===== config.mk =====
export PLATFORM = sky130hd
export DESIGN_NAME = memory_bank_arbiter_flat
export DESIGN_NICKNAME = d
export VERILOG_FILES = /design/src/rtl/memory_bank_arbiter_if.sv /design/src/rtl/memory_bank_arbiter.sv /design/src/flat_wrapper.sv
export SDC_FILE = /design/constraint.sdc
export NUM_CORES = 1
export LEC_CHECK = 0
export CORE_MARGIN = 2
export CORE_UTILIZATION = 39
export CTS_CLUSTER_SIZE = 16
export DETAILED_ROUTE_END_ITERATION = 16
export PLACE_DENSITY = 0.83
export SLEW_MARGIN = 20
export SYNTH_ARGS = -nofsm -noshare
export SYNTH_HDL_FRONTEND = slang
export SYNTH_SLANG_ARGS = --single-unit
export TNS_END_PERCENT = 1

===== constraint.sdc =====
create_clock -name clk -period 4.4 [get_ports clk]
set_input_delay 0.88 -clock clk [delete_from_list [all_inputs] [get_ports clk]]
set_output_delay 0.88 -clock clk [all_outputs]
set_load 0.03 [all_outputs]

===== src/rtl/memory_bank_arbiter_if.sv =====
// Requester handshake bundle and bank-side port of the memory bank arbiter.
// The arbiter connects through the slave modport; the requester/bank side uses master.
interface memory_bank_arbiter_if #(
  parameter int unsigned NREQ   = 3,
  parameter int unsigned ADDR_W = 6,
  parameter int unsigned WORD_W = 16
);
  logic [NREQ-1:0]        req;
  logic [NREQ-1:0]        we;
  logic [NREQ*ADDR_W-1:0] addr;
  logic [NREQ*WORD_W-1:0] wdata;
  logic [NREQ-1:0]        ack;
  logic                   err;
  logic [WORD_W-1:0]      rdata;
  logic                   busy;
  logic                   mem_wr_en;
  logic [ADDR_W-1:0]      mem_index;
  logic [WORD_W-1:0]      mem_data_in;
  logic [WORD_W-1:0]      mem_data_out;

  modport master (
    output req, we, addr, wdata, mem_data_out,
    input  ack, err, rdata, busy, mem_wr_en, mem_index, mem_data_in
  );

  modport slave (
    input  req, we, addr, wdata, mem_data_out,
    output ack, err, rdata, busy, mem_wr_en, mem_index, mem_data_in
  );
endinterface


===== src/rtl/memory_bank_arbiter.sv =====
// Round-robin arbiter sharing a byte-addressed memory bank between NREQ requesters,
// one 16-bit word access per grant with a four-phase req/ack handshake.
module memory_bank_arbiter #(
  parameter int unsigned NREQ   = 3,
  parameter int unsigned ADDR_W = 6,
  parameter int unsigned WORD_W = 16
) (
  input logic                  clk,
  input logic                  nrst,
  memory_bank_arbiter_if.slave bus
);

  typedef enum logic [1:0] {StIdle, StAccess, StResp} state_e;

  state_e            r_state;
  logic [1:0]        r_gnt;
  logic [1:0]        r_last;
  logic              r_we;
  logic [ADDR_W-1:0] r_mem_index;
  logic [WORD_W-1:0] r_mem_data_in;
  logic [WORD_W-1:0] r_rdata;
  logic [NREQ-1:0]   r_ack;
  logic              r_err;
  logic              r_busy;

  logic              w_any;
  logic [1:0]        w_gnt;
  logic [1:0]        w_idx;

  // First pending requester searching last+1, last+2, ... modulo NREQ.
  always_comb begin
    w_any = 1'b0;
    w_gnt = r_last;
    w_idx = '0;
    for (int unsigned i = 1; i <= NREQ; i++) begin
      w_idx = 2'((32'(r_last) + i) % NREQ);
      if (!w_any && bus.req[w_idx]) begin
        w_any = 1'b1;
        w_gnt = w_idx;
      end
    end
  end

  always_ff @(posedge clk or negedge nrst) begin
    if (!nrst) begin
      r_state       <= StIdle;
      r_gnt         <= '0;
      r_last        <= 2'(NREQ - 1);
      r_we          <= 1'b0;
      r_mem_index   <= '0;
      r_mem_data_in <= '0;
      r_rdata       <= '0;
      r_ack         <= '0;
      r_err         <= 1'b0;
      r_busy        <= 1'b0;
    end else begin
      unique case (r_state)
        StIdle: begin
          if (w_any) begin
            r_gnt         <= w_gnt;
            r_last        <= w_gnt;
            r_we          <= bus.we[w_gnt];
            r_mem_index   <= bus.addr[32'(w_gnt) * ADDR_W +: ADDR_W];
            r_mem_data_in <= bus.wdata[32'(w_gnt) * WORD_W +: WORD_W];
            r_busy        <= 1'b1;
            r_state       <= StAccess;
          end
        end
        StAccess: begin
          // Odd index would straddle two words (or run off the bank end at the top).
          if (r_mem_index[0]) begin
            r_rdata <= '0;
            r_err   <= 1'b1;
          end else if (!r_we) begin
            r_rdata <= bus.mem_data_out;
          end
          r_ack   <= NREQ'(1) << r_gnt;
          r_state <= StResp;
        end
        StResp: begin
          if (!bus.req[r_gnt]) begin
            r_ack   <= '0;
            r_err   <= 1'b0;
            r_busy  <= 1'b0;
            r_state <= StIdle;
          end
        end
        default: r_state <= StIdle;
      endcase
    end
  end

  // Write strobe comes straight from flops, so async reset kills it immediately.
  assign bus.mem_wr_en   = (r_state == StAccess) && r_we && !r_mem_index[0];
  assign bus.mem_index   = r_mem_index;
  assign bus.mem_data_in = r_mem_data_in;
  assign bus.ack         = r_ack;
  assign bus.err         = r_err;
  assign bus.rdata       = r_rdata;
  assign bus.busy        = r_busy;

endmodule


===== src/flat_wrapper.sv =====
// flat-port wrapper written by rule: the top's interface ports become plain ports
module memory_bank_arbiter_flat 
#(
  parameter int unsigned NREQ   = 3,
  parameter int unsigned ADDR_W = 6,
  parameter int unsigned WORD_W = 16
)
  (clk, nrst, bus_req, bus_we, bus_addr, bus_wdata, bus_mem_data_out, bus_ack, bus_err, bus_rdata, bus_busy, bus_mem_wr_en, bus_mem_index, bus_mem_data_in);
  memory_bank_arbiter_if #(.NREQ(NREQ), .ADDR_W(ADDR_W), .WORD_W(WORD_W)) bus_i ();
  input logic clk;
  input logic nrst;
  input wire logic [$bits(bus_i.req)-1:0] bus_req;
  input wire logic [$bits(bus_i.we)-1:0] bus_we;
  input wire logic [$bits(bus_i.addr)-1:0] bus_addr;
  input wire logic [$bits(bus_i.wdata)-1:0] bus_wdata;
  input wire logic [$bits(bus_i.mem_data_out)-1:0] bus_mem_data_out;
  output wire logic [$bits(bus_i.ack)-1:0] bus_ack;
  output wire logic [$bits(bus_i.err)-1:0] bus_err;
  output wire logic [$bits(bus_i.rdata)-1:0] bus_rdata;
  output wire logic [$bits(bus_i.busy)-1:0] bus_busy;
  output wire logic [$bits(bus_i.mem_wr_en)-1:0] bus_mem_wr_en;
  output wire logic [$bits(bus_i.mem_index)-1:0] bus_mem_index;
  output wire logic [$bits(bus_i.mem_data_in)-1:0] bus_mem_data_in;
  assign bus_i.req = bus_req;
  assign bus_i.we = bus_we;
  assign bus_i.addr = bus_addr;
  assign bus_i.wdata = bus_wdata;
  assign bus_i.mem_data_out = bus_mem_data_out;
  assign bus_ack = bus_i.ack;
  assign bus_err = bus_i.err;
  assign bus_rdata = bus_i.rdata;
  assign bus_busy = bus_i.busy;
  assign bus_mem_wr_en = bus_i.mem_wr_en;
  assign bus_mem_index = bus_i.mem_index;
  assign bus_mem_data_in = bus_i.mem_data_in;
  memory_bank_arbiter #(.NREQ(NREQ), .ADDR_W(ADDR_W), .WORD_W(WORD_W)) u_core (.clk(clk), .nrst(nrst), .bus(bus_i));
endmodule

==> results.md, run 1 <==
- Run status: finished clean
- Via/cell ratio: around 5.3
- Antenna violations before repair: 0
- Pin count of the biggest net entering global routing: 50
- Cell at the root of the clock tree: clkbuf_8
- Total wirelength of the detailed-routed design: between 7000 and 8000 um
- Leading cell type by number of instances after synthesis: dfrtp_1
- Finish-stage setup viols: 0
- Worst-case vdd ir drop: between 0.3 and 0.4 mV
- Combined area of all synthesized cells: 2890 um^2
- Critical path type: input pin to register
- Setup TNS: 0 ps
- Actual slew at the worst max-slew pin: ~1100 ps
- Max Transition Viols Final: 0
- Count of standard-cell rows: 31
- Largest area contributor in the netlist: dfrtp_1
- Warnings from Yosys: 0
- Average size of a mapped cell: about 11 um^2
- Post-Layout Inst Area: 4370 um^2
- GPL Wtd Cong: between 0.8 and 0.9
- Count of nets after finishing: 489
- Number of distinct library cell variants in the gate-level netlist after synthesis: 40
- Starting utilization of the core area: about two fifths
- Antenna cell count: 0
- Initial detailed-routing violation count: ~160
- GRT Util Overall: between 10% and 20%
- Resized Gates After CTS: 0
- Clock Tree Buf Depth: 2
- Final Hold Violating Endpoints: 0
- Max-slew headroom: between 20 and 30%
- PortBufs: between 100 and 150
- Worst setup timing slack at the placement stage: between 800 and 900 ps
- Critical Path RT: approximately 4600 ps
- Clock buffer count from CTS: 5
- Die Area: 8100 um^2
- Antenna viol nets, final: 0
- Setup crit end kind: register
- Worst-case clock skew: 7.05 ps
- Top-area cell type share of the netlist area: between 40% and 50%
- Peak clock frequency supported by timing: about 310 MHz
- Leading post-synthesis cells by instance count: dfrtp_1 (48), nand2_1 (30), mux2i_1 (27), nand3_1 (21), o211ai_2 (18)
- Top_reg_cell synth: dfrtp_1
- Data arrival time of the worst path: between 3000 and 4000 ps
- Count of unresolved DRC violations after routing: 0
- CTS clk-pin slew, worst paths: 80 ps
- Post-Synthesis Net Count: around 370
- Register bit total from synthesis: 49
- Critical Path Start Type: input pin
- Clock tree from TritonCTS: built
- Share of async-settable or async-resettable flops after synthesis: 100%
- Highest fanout seen on the critical path: 27
- Final critical-path setup slack: roughly 1200 ps
- Overall power of the completed layout: between 3000 and 4000 uW
- GRT overflow: 0
- Clk Latency, worst-skew pair: ~290 ps
- Standard cell area after detailed placement: roughly 4300 um^2
- Post-Synthesis Cells: 267
- Period Utilization, post-route: 72.7%
- Final period demand of the worst path: 3200 ps
- Max-capacitance violation count: 0
- Number of top-level design ports: 134
- Post-CTS setup buffer count: 0
- Number of hold buffers added after CTS: 0
- RSZ-0062 raised after global routing: false
- H-tree levels: 2
- Initial DRT Pass Iterations: 4
- Portion of the post-synthesis area used by sequential elements: a little over two fifths
- Detailed Place HPWL: roughly 5800 um
- Routed vias: 2,618
- Average detailed-routed wire length per instance: between 15 and 20 um
- Via count of the first global-routing pass: about 2,700
- Post-synth EDFFs: 0
- Layout cells sized above 1: a little over a tenth
- Cells taking the most area after synthesis: dfrtp_1 (42%), mux2i_1 (9.4%), o211ai_2 (7.8%), o2bb2ai_1 (5.2%), a22oi_1 (4.2%)
- Power density of the placed cells: roughly 860 nW/um^2
- Die X: 90.0 um
- First-pass GRT wire length: around 13,000 um
- Clock net sink count: between 40 and 50
- Lkg Pwr: 0.00180 uW
- Area growth from synthesis to final layout: 51.5%
- Area of the core: 7210 um^2
- Tightest Hold Check Type: register to register
- Core Util, Final: 60.6%
- Height of the chip: about 90 um
registers in the layout (all words and copies together), names as in the netlist:
signal and count:
u_core.bus.mem_index 6, u_core.bus.err 1, u_core.r_last 2, u_core.bus.ack 3
u_core.bus.busy 1, u_core.r_gnt 1, u_core.bus.rdata 16, u_core.bus.mem_data_in 16
u_core.r_state 2, u_core.r_we 1
final cells by class:
cell class / instances / area (um^2)
Fill cell: 619 / 2840
Multi-Input combinational cell: 190 / 1510
Timing Repair Buffer: 137 / 1360
Sequential cell: 49 / 1230
Tap cell: 99 / 124
Clock buffer: 7 / 86.3
Clock inverter: 1 / 30.0
Inverter: 8 / 30.0
worst max-delay path, stage by stage:
cell	delay, ps
clkdlybuf4s50_1	510
mux2_2	330
mux2_2	330
nor3_4	240
nand2b_1	150
buf_4	280
or2_1	150
buf_4	320
a21boi_1	220
stage by stage:
stage                     instances  hold slack (ps)
after floorplan                 267              509
after global placement          483              470
after detailed placement        483              473
after CTS                       491              496
after global routing            491              520
final                           491              483
kinds of logic (layout without fill, tap and decap cells):
group | Yosys count | count (layout) | share of synthesized area (%)
mux | 33 | 33 | 11.8
compound gates | 80 | 80 | 24.8
fa+ha+maj | 8 | 8 | 3.47
buf+inv | 28 | 153 | 5.64
simple gates | 69 | 69 | 11.8
flops | 49 | 49 | 42.5
cells in the final DEF, fill, tap and decap left out, types with 2 or more instances in the layout:
| cell type | count |
|---|---|
| clkdlybuf4s50_1 | 132 |
| dfrtp_1 | 48 |
| nand2_1 | 30 |
| mux2i_1 | 27 |
| nand3_1 | 21 |
| o211ai_2 | 18 |
| a22oi_1 | 16 |
| o2bb2ai_1 | 16 |
| inv_1 | 8 |
| ha_1 | 8 |
| clkbuf_8 | 6 |
| nand2b_1 | 5 |
| a21oi_1 | 5 |
| mux2_2 | 5 |
| o21ai_0 | 5 |
| buf_4 | 5 |
| nand3b_1 | 4 |
| nor2b_1 | 3 |
| nor2_1 | 3 |
| o211ai_1 | 3 |
| a32oi_1 | 2 |
| o21ai_1 | 2 |
| a22o_1 | 2 |
| o31ai_1 | 2 |
per-layer routing:
layer | up-vias | share of wire, % | GRT usage (%)
li1 | 1239 | - | -
met1 | 1254 | 41 | 24.2
met2 | 117 | 51 | 33.5
met3 | 8 | 7.4 | 5.03
met4 | 0 | 0.80 | 3.46
met5 | - | 0 | 0
power breakdown:
group | switching (uW) | internal, uW | total (uW) | leakage (uW)
Clock | 138 | 185 | 324 | 0.0000585
Combinational | 1440 | 1080 | 2530 | 0.00114
Sequential | 207 | 683 | 890 | 0.000608
Total | 1790 | 1950 | 3740 | 0.00180
final timing paths:
path | start | end | slack [ps] | depth (start not counted)
worst max register to register | u_core.r_last[0] | u_core.r_last[1] | 1260 | 10
worst max-delay path | bus_req[1] | u_core.r_last[1] | 1200 | 9
worst min register to register | u_core.bus.ack[1] | u_core.bus.ack[1] | 480 | 2
min in group asynchronous | nrst | u_core.bus.ack[2] | 600 | 1
max in group asynchronous | nrst | u_core.bus.mem_index[0] | 3380 | 1
worst min-delay path | u_core.bus.ack[1] | u_core.bus.ack[1] | 480 | 2
Power figures use the tool's default switching activity.
==> run 2: changes to the inputs <==
==> constraint.sdc (replaced) <==
create_clock -name clk -period 3 [get_ports clk]
set_input_delay 0.6 -clock clk [delete_from_list [all_inputs] [get_ports clk]]
set_output_delay 0.6 -clock clk [all_outputs]
set_load 0.03 [all_outputs]
==> run 2 against run 1 <==
Compared with the run above:
- clock power up 27%
- clock skew up 5.8 ps
- first-iteration DRC count down 49%
- die area unchanged
- non-clock buffer count up 8
- worst hold slack worse by 190 ps
- register-to-register slack worse by 1100 ps
- worst setup slack worse by 1000 ps
- clock-buffer cell count down 2
- sequential cell count unchanged
- cell count up 1.6%
- sequential power up 43%
- largest cell class unchanged
==> results.md, run 2 (synthesis gave the netlist of run 1 again) <==
- Run status: finished clean
- Final Hold Violating Endpoints: 0 (unchanged)
- Max Transition Viols Final: 0 (unchanged)
- Count of standard-cell rows: 31 (unchanged)
- Initial DRT Pass Iterations: 4 (unchanged)
- Area growth from synthesis to final layout: 54.0%
- Clock tree from TritonCTS: built
- Via count of the first global-routing pass: 2,739 (+3.3%)
- Critical Path RT: 3190 ps (-1430 ps)
- Worst-case clock skew: 12.9 ps (+5.81 ps)
- Most frequent standard cell in the layout excluding fill and tap cells: clkdlybuf4s50_1
- Critical Path Start Type: register
- Count of unresolved DRC violations after routing: 0 (unchanged)
- GPL Wtd Cong: 0.865 (-0.75%)
- Peak clock frequency supported by timing: between 300 and 400 MHz
- Resized Gates After CTS: 0 (unchanged)
- Worst setup timing slack at the placement stage: 61.2 ps (-834 ps)
- Die Area: 8100 um^2 (unchanged)
- Placed instance count: 491 (+1.7%)
- Period Utilization, post-route: roughly 93%
- Clock net sink count: 49 (unchanged)
- Post-CTS setup buffer count: 0 (unchanged)
- Max-capacitance violation count: 0 (unchanged)
- PortBufs: 133 (unchanged)
- Critical path type: register to register
- Core Util, Final: 61.6% (+1.0 points)
- Power density of the placed cells: 1270 nW/um^2 (+49%)
- Max-slew headroom: 53.9% (+28 points)
- Detailed Place HPWL: 6140 um (+6.3%)
- Antenna cell count: 0 (unchanged)
- GRT Util Overall: 20.2% (+1.0 points)
- Actual slew at the worst max-slew pin: 692 ps (-414 ps)
- Clock Tree Buf Depth: 2 (unchanged)
- Routed vias: 2,651 (+1.3%)
- Height of the chip: 90.0 um (unchanged)
- Finish-stage setup viols: 0 (unchanged)
- Clk Latency, worst-skew pair: 310 ps (+20 ps)
- Top library cells by usage in the layout, fill and taps aside: clkdlybuf4s50_1 (132), dfrtp_1 (48), nand2_1 (30)
- Final period demand of the worst path: 2800 ps
- Antenna violations before repair: 0 (unchanged)
- Area of combinational cells with multiple inputs: 1510 um^2 (unchanged)
- First-pass GRT wire length: 13,400 um (+3.2%)
- Overall power of the completed layout: 5650 uW (+51%)
- GRT overflow: 0 (unchanged)
- Total wirelength of the detailed-routed design: 8050 um (+1.9%)
- Via/cell ratio: 5.31 (-0.36%)
- CTS clk-pin slew, worst paths: 100 ps (+20 ps)
- Number of hold buffers added after CTS: 0 (unchanged)
- Clock buffer count from CTS: 5 (unchanged)
- Tightest Hold Check Type: input pin to async pin
- Data arrival time of the worst path: 2990 ps (-430 ps)
- Die X: 90.0 um (unchanged)
- Fill cell total of the finished layout: 608 (-1.8%)
- Layout cells sized above 1: 12.8% (+2.0 points)
- Starting utilization of the core area: 40.0% (unchanged)
- Worst-case vdd ir drop: 0.591 mV (+71%)
- Antenna viol nets, final: 0 (unchanged)
- Highest fanout seen on the critical path: 23 (-15%)
- Setup crit end kind: register
- Number of top-level design ports: 134 (unchanged)
- Initial detailed-routing violation count: 79 (-49%)
- RSZ-0062 raised after global routing: false
- H-tree levels: 2 (unchanged)
- Lkg Pwr: 0.00184 uW (+2.1%)
- Count of nets after finishing: 497 (+1.6%)
- Cell Count, Final, Fillers Out: 499 (+1.6%)
- Pin count of the biggest net entering global routing: 28 (-44%)
- Average detailed-routed wire length per instance: 16.1 um (+0.29%)
- Final critical-path setup slack: 201 ps (-1000 ps)
- Setup TNS: 0 ps (unchanged)
- Cell at the root of the clock tree: clkbuf_8
- Area taken by flip-flops and latches: 1230 um^2 (unchanged)
- Area of the core: 7210 um^2 (unchanged)
## run 2: cell count changes in the layout (fill, tap and decap cells not counted), sizes merged
cell / delta
buf: +8
clkbuf: -2
clkinvlp: +2
bufinv: -1
inv: +1
## run 2: final timing paths
path	to	start	slack [ps]	cells past startpoint
min reg2reg	u_core.bus.ack[1]	u_core.bus.ack[1]	490	2
min	u_core.bus.rdata[2]	nrst	290	1
min in group clk	u_core.bus.ack[1]	u_core.bus.ack[1]	490	2
max reg2reg	u_core.bus.mem_index[0]	u_core.r_last[0]	200	9
max in group asynchronous	u_core.r_last[1]	nrst	1920	2
max	u_core.bus.mem_index[0]	u_core.r_last[0]	200	9
## run 2: per-layer routing
| layer | vias to the layer above | global-route usage, % | wire [um] | part of all wire (%) |
|---|---|---|---|---|
| met5 | - | 0 | 0 | 0 |
| met4 | 0 | 4.87 | 109 | 1.4 |
| met3 | 10 | 4.44 | 524 | 6.5 |
| met2 | 107 | 36.7 | 4160 | 52 |
| met1 | 1274 | 24.3 | 3260 | 40 |
| li1 | 1260 | - | - | - |
## run 2: critical path: stages, from the launching register on
cell and delay (ps):
dfrtp_1 500, inv_1 190, ha_1 290, mux2_2 390, mux2_2 330, nor3_4 230, o2bb2ai_4 150, buf_12 210
mux2i_1 310, o21ai_1 90
## run 2: cell type report
type                       count  area share (%)
multi-input combinational    190            34.1
timing repair buffer         145            32.7
sequential                    49            27.6
tap                           99            2.79
clock buffer                   5            1.55
inverter                       8           0.676
clock inverter                 3           0.591
## run 2: power breakdown
group / leakage [uW] / switching, uW / internal [uW]
sequential: 0.000608 / 269 / 1000
clock: 0.0000423 / 242 / 170
combinational: 0.00119 / 2200 / 1770
## run 2: through the flow
step	hold slack, ps	instance area (um^2)
finish	290	4440
global route	322	4440
CTS	306	4440
detailed placement	474	4350
global placement	463	4350
floorplan	304	2890
==> run 3: changes to the inputs <==
--- a/config.mk
+++ b/config.mk
@@ -6,11 +6,10 @@
 export NUM_CORES = 1
 export LEC_CHECK = 0
 export CORE_MARGIN = 2
-export CORE_UTILIZATION = 39
+export CORE_UTILIZATION = 40
 export CTS_CLUSTER_SIZE = 16
 export DETAILED_ROUTE_END_ITERATION = 16
-export PLACE_DENSITY = 0.83
-export SLEW_MARGIN = 20
+export PLACE_DENSITY = 0.85
 export SYNTH_ARGS = -nofsm -noshare
 export SYNTH_HDL_FRONTEND = slang
 export SYNTH_SLANG_ARGS = --single-unit
==> run 3 against run 2 <==
Compared with the run above:
- clock-buffer cell count did not move
- wire length up 2.4%
- critical endpoint is now u_core.r_last[1]
- die area shrank 2.4%
- sequential cell count is the same
- worst hold slack worse by 5.0 ps
==> results.md, run 3 (synthesis gave the netlist of run 1 again) <==
- Layout cells sized above 1: 12.5% (-0.22 points)
- Peak clock frequency supported by timing: 353 MHz (-1.2%)
- Clock Tree Buf Depth: 2 (unchanged)
- Initial detailed-routing violation count: 116 (+47%)
- Data arrival time of the worst path: 3060 ps (+70 ps)
- Critical Path Start Type: register
- Standard cell area after detailed placement: 4330 um^2 (-0.55%)
- Area taken by flip-flops and latches: 1230 um^2 (unchanged)
- Count of unresolved DRC violations after routing: 0 (unchanged)
- Overall power of the completed layout: 5670 uW (+0.35%)
- Top library cells by usage in the layout, fill and taps aside: clkdlybuf4s50_1 (132), dfrtp_1 (48), nand2_1 (30)
- Routed vias: 2,641 (-0.38%)
- Max-slew headroom: 51.6% (-2.3 points)
- Pin count of the biggest net entering global routing: 28 (unchanged)
- Clock buffer count from CTS: 5 (unchanged)
- Worst-case vdd ir drop: 0.505 mV (-15%)
- Period Utilization, post-route: 94.4% (+1.1 points)
- Number of hold buffers added after CTS: 0 (unchanged)
- Clk Latency, worst-skew pair: 310 ps (about the same)
- GRT overflow: 0 (unchanged)
- GRT Util Overall: 20.7% (+0.57 points)
- Critical path type: register to register
- Finish-stage setup viols: 0 (unchanged)
- Post-CTS setup buffer count: 0 (unchanged)
- Final Hold Violating Endpoints: 0 (unchanged)
- Max Transition Viols Final: 0 (unchanged)
- Initial DRT Pass Iterations: 4 (unchanged)
- Die Area: 7910 um^2 (-2.4%)
- Setup crit end kind: register
- PortBufs: 133 (unchanged)
- Actual slew at the worst max-slew pin: 726 ps (+34.3 ps)
- Height of the chip: 88.9 um (-1.2%)
- Count of standard-cell rows: 30 (-3.2%)
- Clock tree from TritonCTS: built
- Antenna viol nets, final: 0 (unchanged)
- GPL Wtd Cong: 0.910 (+5.1%)
- CTS clk-pin slew, worst paths: 100 ps (about the same)
- Setup TNS: 0 ps (unchanged)
- Antenna cell count: 0 (unchanged)
- Final period demand of the worst path: 2830 ps (+32.6 ps)
- RSZ-0062 raised after global routing: false
- Area growth from synthesis to final layout: 53.8%
- Max-capacitance violation count: 0 (unchanged)
- Hold_ws: 285 ps (-5.02 ps)
- Starting utilization of the core area: 42.0% (+2.0 points)
- Most frequent standard cell in the layout excluding fill and tap cells: clkdlybuf4s50_1
- Lkg Pwr: 0.00185 uW (+0.33%)
- Die X: 88.9 um (-1.2%)
- Power density of the placed cells: 1280 nW/um^2 (+0.49%)
- Area of combinational cells with multiple inputs: 1510 um^2 (unchanged)
- Highest fanout seen on the critical path: 22 (-4.3%)
- Tightest Hold Check Type: input pin to async pin
- Clock net sink count: 49 (unchanged)
- Resized Gates After CTS: 0 (unchanged)
- Detailed Place HPWL: 6170 um (+0.57%)
- Post-Layout Inst Area: 4440 um^2 (-0.14%)
- Average detailed-routed wire length per instance: 16.7 um (+3.2%)
- Total wirelength of the detailed-routed design: 8240 um (+2.4%)
- Core Util, Final: 64.6% (+3.0 points)
- Worst-case clock skew: 14.8 ps (+1.92 ps)
- Via count of the first global-routing pass: 2,725 (-0.51%)
- Fill cell total of the finished layout: 544 (-11%)
- Count of nets after finishing: 496 (-0.20%)
- Via/cell ratio: 5.34 (+0.43%)
- Run status: finished clean
- Area of the core: 6870 um^2 (-4.8%)
- H-tree levels: 2 (unchanged)
- First-pass GRT wire length: 12,900 um (-3.9%)
- Critical Path RT: 3230 ps (+40 ps)
- Cell at the root of the clock tree: clkbuf_8
- Antenna violations before repair: 0 (unchanged)
- Number of top-level design ports: 134 (unchanged)
[run 3: changes by cell type in the layout (fill, tap and decap cells not counted), sizes merged]
cell,delta
bufinv,+1
clkinv,+1
clkinvlp,-2
buf,-1
[run 3: through the flow]
step,std cells,setup slack [ps]
after floorplan,267,458
after global placement,487,160
after detailed placement,487,43.2
after CTS,495,178
after global routing,495,28.5
final,495,168
[run 3: critical path, stage by stage, from the launching register on]
cell and delay, ps:
dfstp_2 570, inv_1 80, ha_1 290, mux2_4 330
mux2_2 310, nor3_4 300, nand2b_1 260, or2_1 220
buf_12 210, a21boi_1 180
[run 3: path summary, 6_finish.rpt]
path / slack, ps / from / end / cells after the start
min in group clk: 490 / u_core.bus.ack[0] / u_core.bus.ack[0] / 2
hold reg to reg: 490 / u_core.bus.ack[0] / u_core.bus.ack[0] / 2
hold / removal: 290 / nrst / u_core.bus.mem_data_in[14] / 1
setup / recovery: 170 / u_core.r_last[1] / u_core.r_last[1] / 9
setup reg to reg: 170 / u_core.r_last[1] / u_core.r_last[1] / 9
max in group asynchronous: 2000 / nrst / u_core.bus.rdata[3] / 2
[run 3: power breakdown]
group / internal (uW) / leakage (uW) / switching [uW]
sequential: 1000 / 0.000608 / 275
combinational: 1710 / 0.00118 / 2200
clock: 250 / 0.0000585 / 237
total: 2960 / 0.00185 / 2710
[run 3: layout make-up]
class | count | share of cell area (%)
Multi-Input combinational cell | 190 | 34.1
Clock inverter | 3 | 0.987
Sequential cell | 49 | 27.7
Tap cell | 96 | 2.71
Clock buffer | 5 | 1.55
Inverter | 8 | 0.677
Timing Repair Buffer | 144 | 32.3
[run 3: routing by layer]
metal	wire [um]	GRT usage (%)
met1	3390	26.2
met2	4130	35.4
met3	594	5.17
met4	126	5.97
met5	0	0
